### config.mk
export PLATFORM = sky130hd
export DESIGN_NAME = core_seq_ctrl
export DESIGN_NICKNAME = d
export VERILOG_FILES = /design/src/rtl/core_seq_pkg.sv /design/src/rtl/core_seq_watchdog.sv /design/src/rtl/core_seq_ctrl.sv
export SDC_FILE = /design/constraint.sdc
export NUM_CORES = 1
export LEC_CHECK = 0
export BUFFER_PORTS_ARGS = -buffer_cell sky130_fd_sc_hd__buf_2
export CORE_MARGIN = 1.5
export CORE_UTILIZATION = 48
export DETAILED_ROUTE_END_ITERATION = 6
export GPL_ROUTABILITY_DRIVEN = 0
export GPL_TIMING_DRIVEN = 0
export HOLD_SLACK_MARGIN = 0.06
export PLACE_DENSITY = 0.77
export SYNTH_ARGS = -nofsm -noshare
export SYNTH_HDL_FRONTEND = slang
export SYNTH_SLANG_ARGS = --single-unit
### constraint.sdc
create_clock -name cc_clk -period 2.1 [get_ports cc_clk]
set_clock_uncertainty 0.1 [all_clocks]
set_input_delay 0 -clock cc_clk [delete_from_list [all_inputs] [get_ports cc_clk]]
set_output_delay 0 -clock cc_clk [all_outputs]
set_load 0.03 [all_outputs]
### src/rtl/core_seq_pkg.sv
// core_seq_pkg: shared state encoding, condition codes and default widths
// for the core sequencer and its watchdog.
package core_seq_pkg;

   // Sequencer states (3-bit encoding)
   typedef enum logic [2:0] {
      ST_IDLE   = 3'd0,
      ST_STORE  = 3'd1,
      ST_TRANS  = 3'd2,
      ST_PROC   = 3'd3,
      ST_FINISH = 3'd4
   } state_t;

   // Condition codes presented to mem_ctrl
   localparam logic [2:0] CC_IDLE  = 3'b000;
   localparam logic [2:0] CC_STORE = 3'b100;
   localparam logic [2:0] CC_TRANS = 3'b010;
   localparam logic [2:0] CC_PROC  = 3'b001;

   // Default widths and limits
   localparam int DEF_LEN_W          = 6;
   localparam int DEF_BATCH_W        = 4;
   localparam int DEF_TIMEOUT_CYCLES = 1024;

endpackage

### src/rtl/core_seq_watchdog.sv
// core_seq_watchdog: clearable, enable-gated cycle counter. o_tc flags the
// cycle whose count update reaches LIMIT-1. A clear in an enabled cycle
// counts that cycle as the first one of the new phase.
module core_seq_watchdog #(
   parameter int LIMIT = 1024,
   parameter int CNT_W = $clog2(LIMIT) + 1
) (
   input  logic i_clk,
   input  logic i_reset,
   input  logic i_clear,
   input  logic i_en,
   output logic o_tc
);

   logic [CNT_W-1:0] r_count;
   logic [CNT_W-1:0] w_count_next;

   // Next count: restart on clear, advance while enabled, hold otherwise
   always_comb begin
      w_count_next = r_count;
      if (i_clear) begin
         w_count_next = i_en ? CNT_W'(1) : '0;
      end else if (i_en) begin
         w_count_next = r_count + CNT_W'(1);
      end
   end

   assign o_tc = i_en && (w_count_next == CNT_W'(LIMIT - 1));

   // Counter register
   always_ff @(posedge i_clk) begin
      if (i_reset) begin
         r_count <= '0;
      end else begin
         r_count <= w_count_next;
      end
   end

endmodule

### src/rtl/core_seq_ctrl.sv
// core_seq_ctrl: job sequencer driving the mem_ctrl condition-code bus
// through STORE -> (TRANS -> PROC) x batches -> FINISH -> IDLE.
// Optional per-phase watchdog enabled by defining CC_WATCHDOG_EN.
module core_seq_ctrl
   import core_seq_pkg::*;
#(
   parameter int LEN_W          = DEF_LEN_W,
   parameter int BATCH_W        = DEF_BATCH_W,
   parameter int TIMEOUT_CYCLES = DEF_TIMEOUT_CYCLES
) (
   input  logic               cc_clk,
   input  logic               cc_reset,
   input  logic               cc_start,
   input  logic [LEN_W-1:0]   cc_length,
   input  logic [BATCH_W-1:0] cc_batches,
   input  logic               mc_done,
   input  logic               mc_data_done,
   input  logic               pu_done,
   output logic [2:0]         cc_data_contition,
   output logic [LEN_W-1:0]   cc_data_length,
   output logic               pu_start,
   output logic               cc_busy,
   output logic               cc_finished,
   output logic               cc_error,
   output logic [BATCH_W-1:0] cc_batch_left
);

   state_t             r_state;
   logic [2:0]         r_code;
   logic [LEN_W-1:0]   r_length;
   logic [BATCH_W-1:0] r_batch_left;
   logic               r_pu_start;
   logic               r_busy;
   logic               r_finished;
   logic               w_timeout;

`ifdef CC_WATCHDOG_EN
   state_t r_prev_state;
   logic   r_error;
   logic   w_wd_en;
   logic   w_wd_clear;

   assign w_wd_en    = (r_state == ST_STORE) || (r_state == ST_TRANS) || (r_state == ST_PROC);
   assign w_wd_clear = (r_state != r_prev_state);

   // Remember last cycle's state so a state change restarts the watchdog
   always_ff @(posedge cc_clk) begin
      if (cc_reset) begin
         r_prev_state <= ST_IDLE;
      end else begin
         r_prev_state <= r_state;
      end
   end

   core_seq_watchdog #(
      .LIMIT (TIMEOUT_CYCLES)
   ) u_watchdog (
      .i_clk   (cc_clk),
      .i_reset (cc_reset),
      .i_clear (w_wd_clear),
      .i_en    (w_wd_en),
      .o_tc    (w_timeout)
   );

   assign cc_error = r_error;
`else
   assign w_timeout = 1'b0;
   assign cc_error  = 1'b0;
`endif

   // Main sequencer FSM with registered outputs
   always_ff @(posedge cc_clk) begin
      if (cc_reset) begin
         r_state      <= ST_IDLE;
         r_code       <= CC_IDLE;
         r_length     <= '0;
         r_batch_left <= '0;
         r_pu_start   <= 1'b0;
         r_busy       <= 1'b0;
         r_finished   <= 1'b0;
`ifdef CC_WATCHDOG_EN
         r_error      <= 1'b0;
`endif
      end else begin
         r_pu_start <= 1'b0;
         r_finished <= 1'b0;
         case (r_state)
            ST_IDLE: begin
               if (cc_start) begin
                  r_length     <= cc_length;
                  r_batch_left <= (cc_batches == '0) ? BATCH_W'(1) : cc_batches;
                  r_state      <= ST_STORE;
                  r_code       <= CC_STORE;
                  r_busy       <= 1'b1;
`ifdef CC_WATCHDOG_EN
                  r_error      <= 1'b0;
`endif
               end
            end
            ST_STORE: begin
               if (mc_done) begin
                  r_state <= ST_TRANS;
                  r_code  <= CC_TRANS;
               end
            end
            ST_TRANS: begin
               // lone mc_done pulses are per-word strobes
               if (mc_done && mc_data_done) begin
                  r_state    <= ST_PROC;
                  r_code     <= CC_PROC;
                  r_pu_start <= 1'b1;
               end
            end
            ST_PROC: begin
               if (pu_done) begin
                  if (r_batch_left > BATCH_W'(1)) begin
                     r_batch_left <= r_batch_left - BATCH_W'(1);
                     r_state      <= ST_TRANS;
                     r_code       <= CC_TRANS;
                  end else begin
                     r_batch_left <= '0;
                     r_state      <= ST_FINISH;
                     r_code       <= CC_IDLE;
                     r_finished   <= 1'b1;
                  end
               end
            end
            ST_FINISH: begin
               r_state <= ST_IDLE;
               r_code  <= CC_IDLE;
               r_busy  <= 1'b0;
            end
            default: begin
               r_state <= ST_IDLE;
               r_code  <= CC_IDLE;
               r_busy  <= 1'b0;
            end
         endcase

         // a stalled phase aborts the job without a completion pulse
         if (w_timeout) begin
            r_state    <= ST_IDLE;
            r_code     <= CC_IDLE;
            r_busy     <= 1'b0;
            r_pu_start <= 1'b0;
            r_finished <= 1'b0;
`ifdef CC_WATCHDOG_EN
            r_error    <= 1'b1;
`endif
         end
      end
   end

   assign cc_data_contition = r_code;
   assign cc_data_length    = r_length;
   assign pu_start          = r_pu_start;
   assign cc_busy           = r_busy;
   assign cc_finished       = r_finished;
   assign cc_batch_left     = r_batch_left;

endmodule

-- Yosys cells after proc, flatten, opt, wreduce, memory -nomap -nowiden
Cells that the tools add are included.
- bits in registers: 19
- bits of input ports: 16
- output and inout port bits: 17
- logic and storage cells: 51
- add/sub/neg operators: 1
- $lt $le $gt $ge: 1
- eq/ne operators: 7
- muxes and demuxes: 20
- bitwise operators: 4
- reductions and logical operators: 11
- operators with widths (cell ; count):
    3-bit 2-to-1 mux ; 8
    3-bit case mux with 4 select lines ; 2
    4-bit 2-to-1 mux ; 4
    2-bit != test, second input constant ; 4
    4-bit case mux with 2 select lines ; 1
    3-bit by 2-bit == test with 1-bit output, second input constant ; 2
    3-bit OR reduction ; 2
    4-bit by 1-bit > comparator with 1-bit output, second input constant ; 1
    4-bit logical NOT ; 1
    1-bit NOT ; 4
    2-bit AND reduction ; 2
    4-bit AND reduction ; 1
    4-bit by 1-bit subtractor with 4-bit output, second input constant ; 1
    3-bit by 1-bit == test with 1-bit output, second input constant ; 1
    3-bit logical NOT ; 1
    1-bit 2-to-1 mux ; 3
    3-bit AND reduction ; 1
    2-bit 2-to-1 mux ; 1
    1-bit case mux with 2 select lines ; 1
    2-bit nonzero test ; 1
    2-bit OR reduction ; 1
    1-bit logical AND ; 1

-- Longest topological paths before layout
- depth in word-level cells: 4
- gate-level depth with buffers: 6

-- Least setup slack after synthesis
OpenSTA, ideal clock, no wires.
- kind: register to register
- from: register r_batch_left[0], in the netlist cc_batch_left[0]
- to: register r_code[1], in the netlist cc_data_contition[1]
- arrival: 1910 ps
- data required time: 1929 ps
- slack: 20 ps
- stages on the path, launching flop included: 7
- cells stage by stage: dfxtp_1 -> inv_1 -> ha_1 -> or2_2 -> and3_2 -> or4_1 -> a21oi_1
- cells in the longest elaborated chain, start to end: 4
- ends and longest elaborated chain (what ; line ; source):
    start: declaration ; core_seq_ctrl.sv:31 ; logic [BATCH_W-1:0] r_batch_left;
    start signal: assignment ; core_seq_ctrl.sv:91 ; r_batch_left <= (cc_batches == '0) ? BATCH_W'(1) : cc_batches;
    start signal: assignment ; core_seq_ctrl.sv:117 ; r_batch_left <= r_batch_left - BATCH_W'(1);
    4-bit by 1-bit > comparator with 1-bit output ; core_seq_ctrl.sv:116 ; if (r_batch_left > BATCH_W'(1)) begin
    2-bit 2-to-1 mux ; core_seq_ctrl.sv:116 ;
    3-bit 2-to-1 mux ; core_seq_ctrl.sv:115 ; if (pu_done) begin
    3-bit case mux with 4 select lines ; core_seq_ctrl.sv:87 ; case (r_state)
    end signal: assignment ; core_seq_ctrl.sv:93 ; r_code <= CC_STORE;
    end signal: assignment ; core_seq_ctrl.sv:119 ; r_code <= CC_TRANS;
    end signal: assignment ; core_seq_ctrl.sv:123 ; r_code <= CC_IDLE;
    end: declaration ; core_seq_ctrl.sv:29 ; logic [2:0] r_code;
Every way passes these cells. The select of a mux whose other input is x is not followed.
A chain may end at the register's enable or synchronous reset.

-- Worst setup path in the final report
Same ends and word-level chain as after synthesis.

==> impl_metrics.py <==
metrics = {
    "status": {
        "outcome": "finished clean",
    },
    "sta": {
        "min_period_over_period": 0.962,
        "setup-tns-final_ns": 0,
        "finalSetupViolCount": 0,
        "hold_violations": 0,
        "maxSlewViolCount": 0,
        "rsz0062_at_grt": "false",
        "tightest_slew_ns": 0.628,
        "layout_setup_ws_ns": 0.0805,
        "slew_headroom": 0.579,
        "min_period_ns": 2.02,
        "max_freq_mhz": 495,
    },
    "pwr": {
        "p_sw_mw": 0.325,
        "cellLeakagePower_nw": 0.614,
        "ir_worst_vdd_uv": 505,
        "p_sw_frac": 0.352,
        "p_seq_frac": 0.450,
        "p_per_area_nw_per_um2": 714,
        "p_comb_frac": 0.351,
        "clkPwrFrac": 0.199,
        "p_int_mw": 0.599,
    },
    "yosys": {
        "synth_top_family_by_area": "simple AND/OR/NAND/NOR gates",
        "yosys.area.top_type_share": 0.408,
        "synth.avg_cell_area_um2": 9.14,
        "syn_area_um2": 932,
        "synth_xor_area_frac": 0,
        "ys_warn_count": 0,
        "synthArstFlopShare": 0,
        "synthAdderAreaFrac": 0.0268,
        "synth_top_area_cell": "dfxtp_1",
        "yosysSeqAreaShare": 0.408,
        "syn_nets": 120,
        "synth_compound_area_frac": 0.181,
        "synth-edff-count": 0,
        "synth-seq-cells": 19,
        "synthMuxAreaShare": 0.0644,
        "synth_ff_type": "dfxtp_1",
        "ys_types": 38,
        "synth-simple-area-share": 0.239,
        "synth.top_cells.by_area": "dfxtp_1 41%, mux2i_1 6.4%, nor2_1 5.2%",
        "netlist_instances": 102,
    },
    "final_layout": {
        "fin_cells": 176,
        "multi_input_area_um2": 484,
        "n_antenna_cell": 0,
        "final_common_cell": "buf_2",
        "layout-drive-gt1-share": 0.311,
        "fin_nets": 170,
        "final_cell_mix": "32 x buf_2, 19 x dfxtp_1, 15 x dlygate4sd3_1, 13 x nor2_1, 8 x inv_1",
        "ff_latch_area_um2": 380,
        "n_fill_cell": 142,
        "area_growth_pct": 38.9,
    },
    "detailed_routing": {
        "drtIter0Drc": 15,
        "vias": 922,
        "met3_length_um": 91,
        "topRoutingLayerUsed": "met4",
        "antenna_left": 0,
        "drc": 0,
        "wl_per_cell_um": 12.2,
        "drt-pass1-iter-count": 4,
        "routed_via_density": 5.24,
        "wl_met1_um": 922,
        "wl_um": 2140,
        "route.met2.wl_um": 1100,
    },
    "setup_path": {
        "crit_slowest_cell": "dfxtp_1",
        "cp_max_fo": 5,
        "endpoint_kind": "flip-flop",
        "cp_top_family": "simple AND/OR/NAND/NOR gates",
        "path_class": "flip-flop to flip-flop",
        "startpoint_type": "flip-flop",
        "crit_path_max_incr_delay_ns": 0.42,
        "arrival_ns": 2.16,
        "crit_chain": "inv_1 -> ha_1 -> or2_2 -> and3_2 -> or4_1 -> a21oi_1",
        "critPathRequiredTime_ns": 2.24,
        "cp.buffers_inverters": 1,
    },
    "placement": {
        "hpwl_um": 1350,
        "port-buffer-count": 30,
        "pre_cts_ws_ns": 0.137,
        "dp.cells": 157,
    },
    "clock_network": {
        "clkSlewWorstSetupHoldPaths_ns": 0.11,
        "root_buffer": "clkbuf_4",
        "clk_path_buf_depth": 2,
        "clkLatencyLatePin_ns": 0.30,
        "cts.sinks": 19,
        "cts_tree": "yes",
        "cts_setup_buffers": 0,
        "cts_made_buffers": 3,
        "cts-htree-levels": 1,
    },
    "die": {
        "dieArea_um2": 2220,
        "die_w_um": 47.1,
        "initial_utilization": 0.523,
        "coreArea_um2": 1780,
        "die_h_um": 47.1,
        "rows": 15,
        "io_pins": 33,
    },
    "global_routing": {
        "grt_first_pass_wirelength_um": 3300,
        "first_global_vias": 777,
        "track_usage": 0.209,
        "overflow": 0,
        "grt_max_degree": 12,
        "antenna_found_initial": 0,
    },
    "worst_hold_path": {
        "worstHoldPathType": "input port to flip-flop",
    },
    "job": {
        "maxCapViolations": 0,
    },
}
## stage by stage
| stage | total power, mW | util | instance area, µm² | hold WS, ns |
|---|---|---|---|---|
| floorplan | 0.646 | - | 932 | 0.0122 |
| global placement | 0.713 | 0.625 | 1110 | 0.131 |
| detailed placement | 0.719 | 0.625 | 1110 | 0.153 |
| CTS | 0.924 | 0.724 | 1290 | 0.0632 |
| global route | 0.980 | 0.726 | 1290 | 0.0888 |
| finish | 0.925 | 0.726 | 1290 | 0.0742 |
## registers in the layout, indices dropped and copies added, names as in the netlist
| register | cells |
|---|---|
| cc_data_length | 6 |
| cc_batch_left | 4 |
| cc_data_contition | 3 |
| r_state | 3 |
| cc_busy | 1 |
| cc_finished | 1 |
| pu_start | 1 |
## power groups by stage
stage	clock [mW]	sequential [mW]	combinational, mW
after floorplan	0	0.480	0.166
after global placement	0	0.422	0.291
after detailed placement	0	0.423	0.296
after CTS	0.189	0.416	0.319
after global routing	0.207	0.419	0.354
final	0.184	0.416	0.324
## Yosys cell counts (2+ instances only)
| library cell | count |
|---|---|
| a211oi_1 | 2 |
| clkbuf_1 | 2 |
| ha_1 | 2 |
| inv_1 | 8 |
| nor2_1 | 13 |
| buf_2 | 2 |
| nand3_1 | 3 |
| dfxtp_1 | 19 |
| or4b_1 | 2 |
| mux2i_1 | 6 |
| nor3_1 | 4 |
| a21o_1 | 2 |
| a221oi_1 | 2 |
| a21oi_1 | 7 |
| o21ai_0 | 5 |
## worst min-delay path, delay by kind of cell
| family | cells | cell delay (ns) |
|---|---|---|
| compound gates | 1 | 0.07 |
| buf+inv | 1 | 0.08 |
| simple gates | 2 | 0.28 |
## what timing repair did
item / in CTS / in global routing
hold buffers: 15 / 0
resized for setup: 0 / 1
hold endpoints to repair: 16 / 0
setup endpoints to repair: 0 / 1
## area by class of cell
type | instances | share of cell area
tap | 25 | 0.0242
buffer | 7 | 0.0319
multi-input combinational | 68 | 0.374
clock buffer | 3 | 0.0174
sequential | 19 | 0.294
timing repair buffer | 45 | 0.232
clock inverter | 1 | 0.00386
inverter | 8 | 0.0232
## logic make-up (layout without fill, tap and decap cells)
logic type               count (synthesis)  after routing
buffers and inverters                   15             64
other                                    1              1
AO/OA/AOI/OAI                           23             23
adder cells (fa/ha/maj)                  2              2
flip-flops                              19             19
multiplexers                             6              6
AND/OR/NAND/NOR                         36             36
## per-layer routing
metal / global-route usage / up-vias
met3: 0.0269 / 4
met4: 0.0833 / 0
li1: - / 455
met5: 0 / -
met1: 0.271 / 431
met2: 0.351 / 32
## path summary, 6_finish.rpt
| kind | start | endpoint | slack [ns] | cells after the start |
|---|---|---|---|---|
| hold reg to reg | cc_busy | cc_busy | 0.37 | 2 |
| hold / removal | mc_done | r_state[2] | 0.07 | 4 |
| setup / recovery | cc_batch_left[0] | cc_data_contition[1] | 0.08 | 6 |
| setup reg to reg | cc_batch_left[0] | cc_data_contition[1] | 0.08 | 6 |
Note: power is estimated with default switching activity, not from simulation.
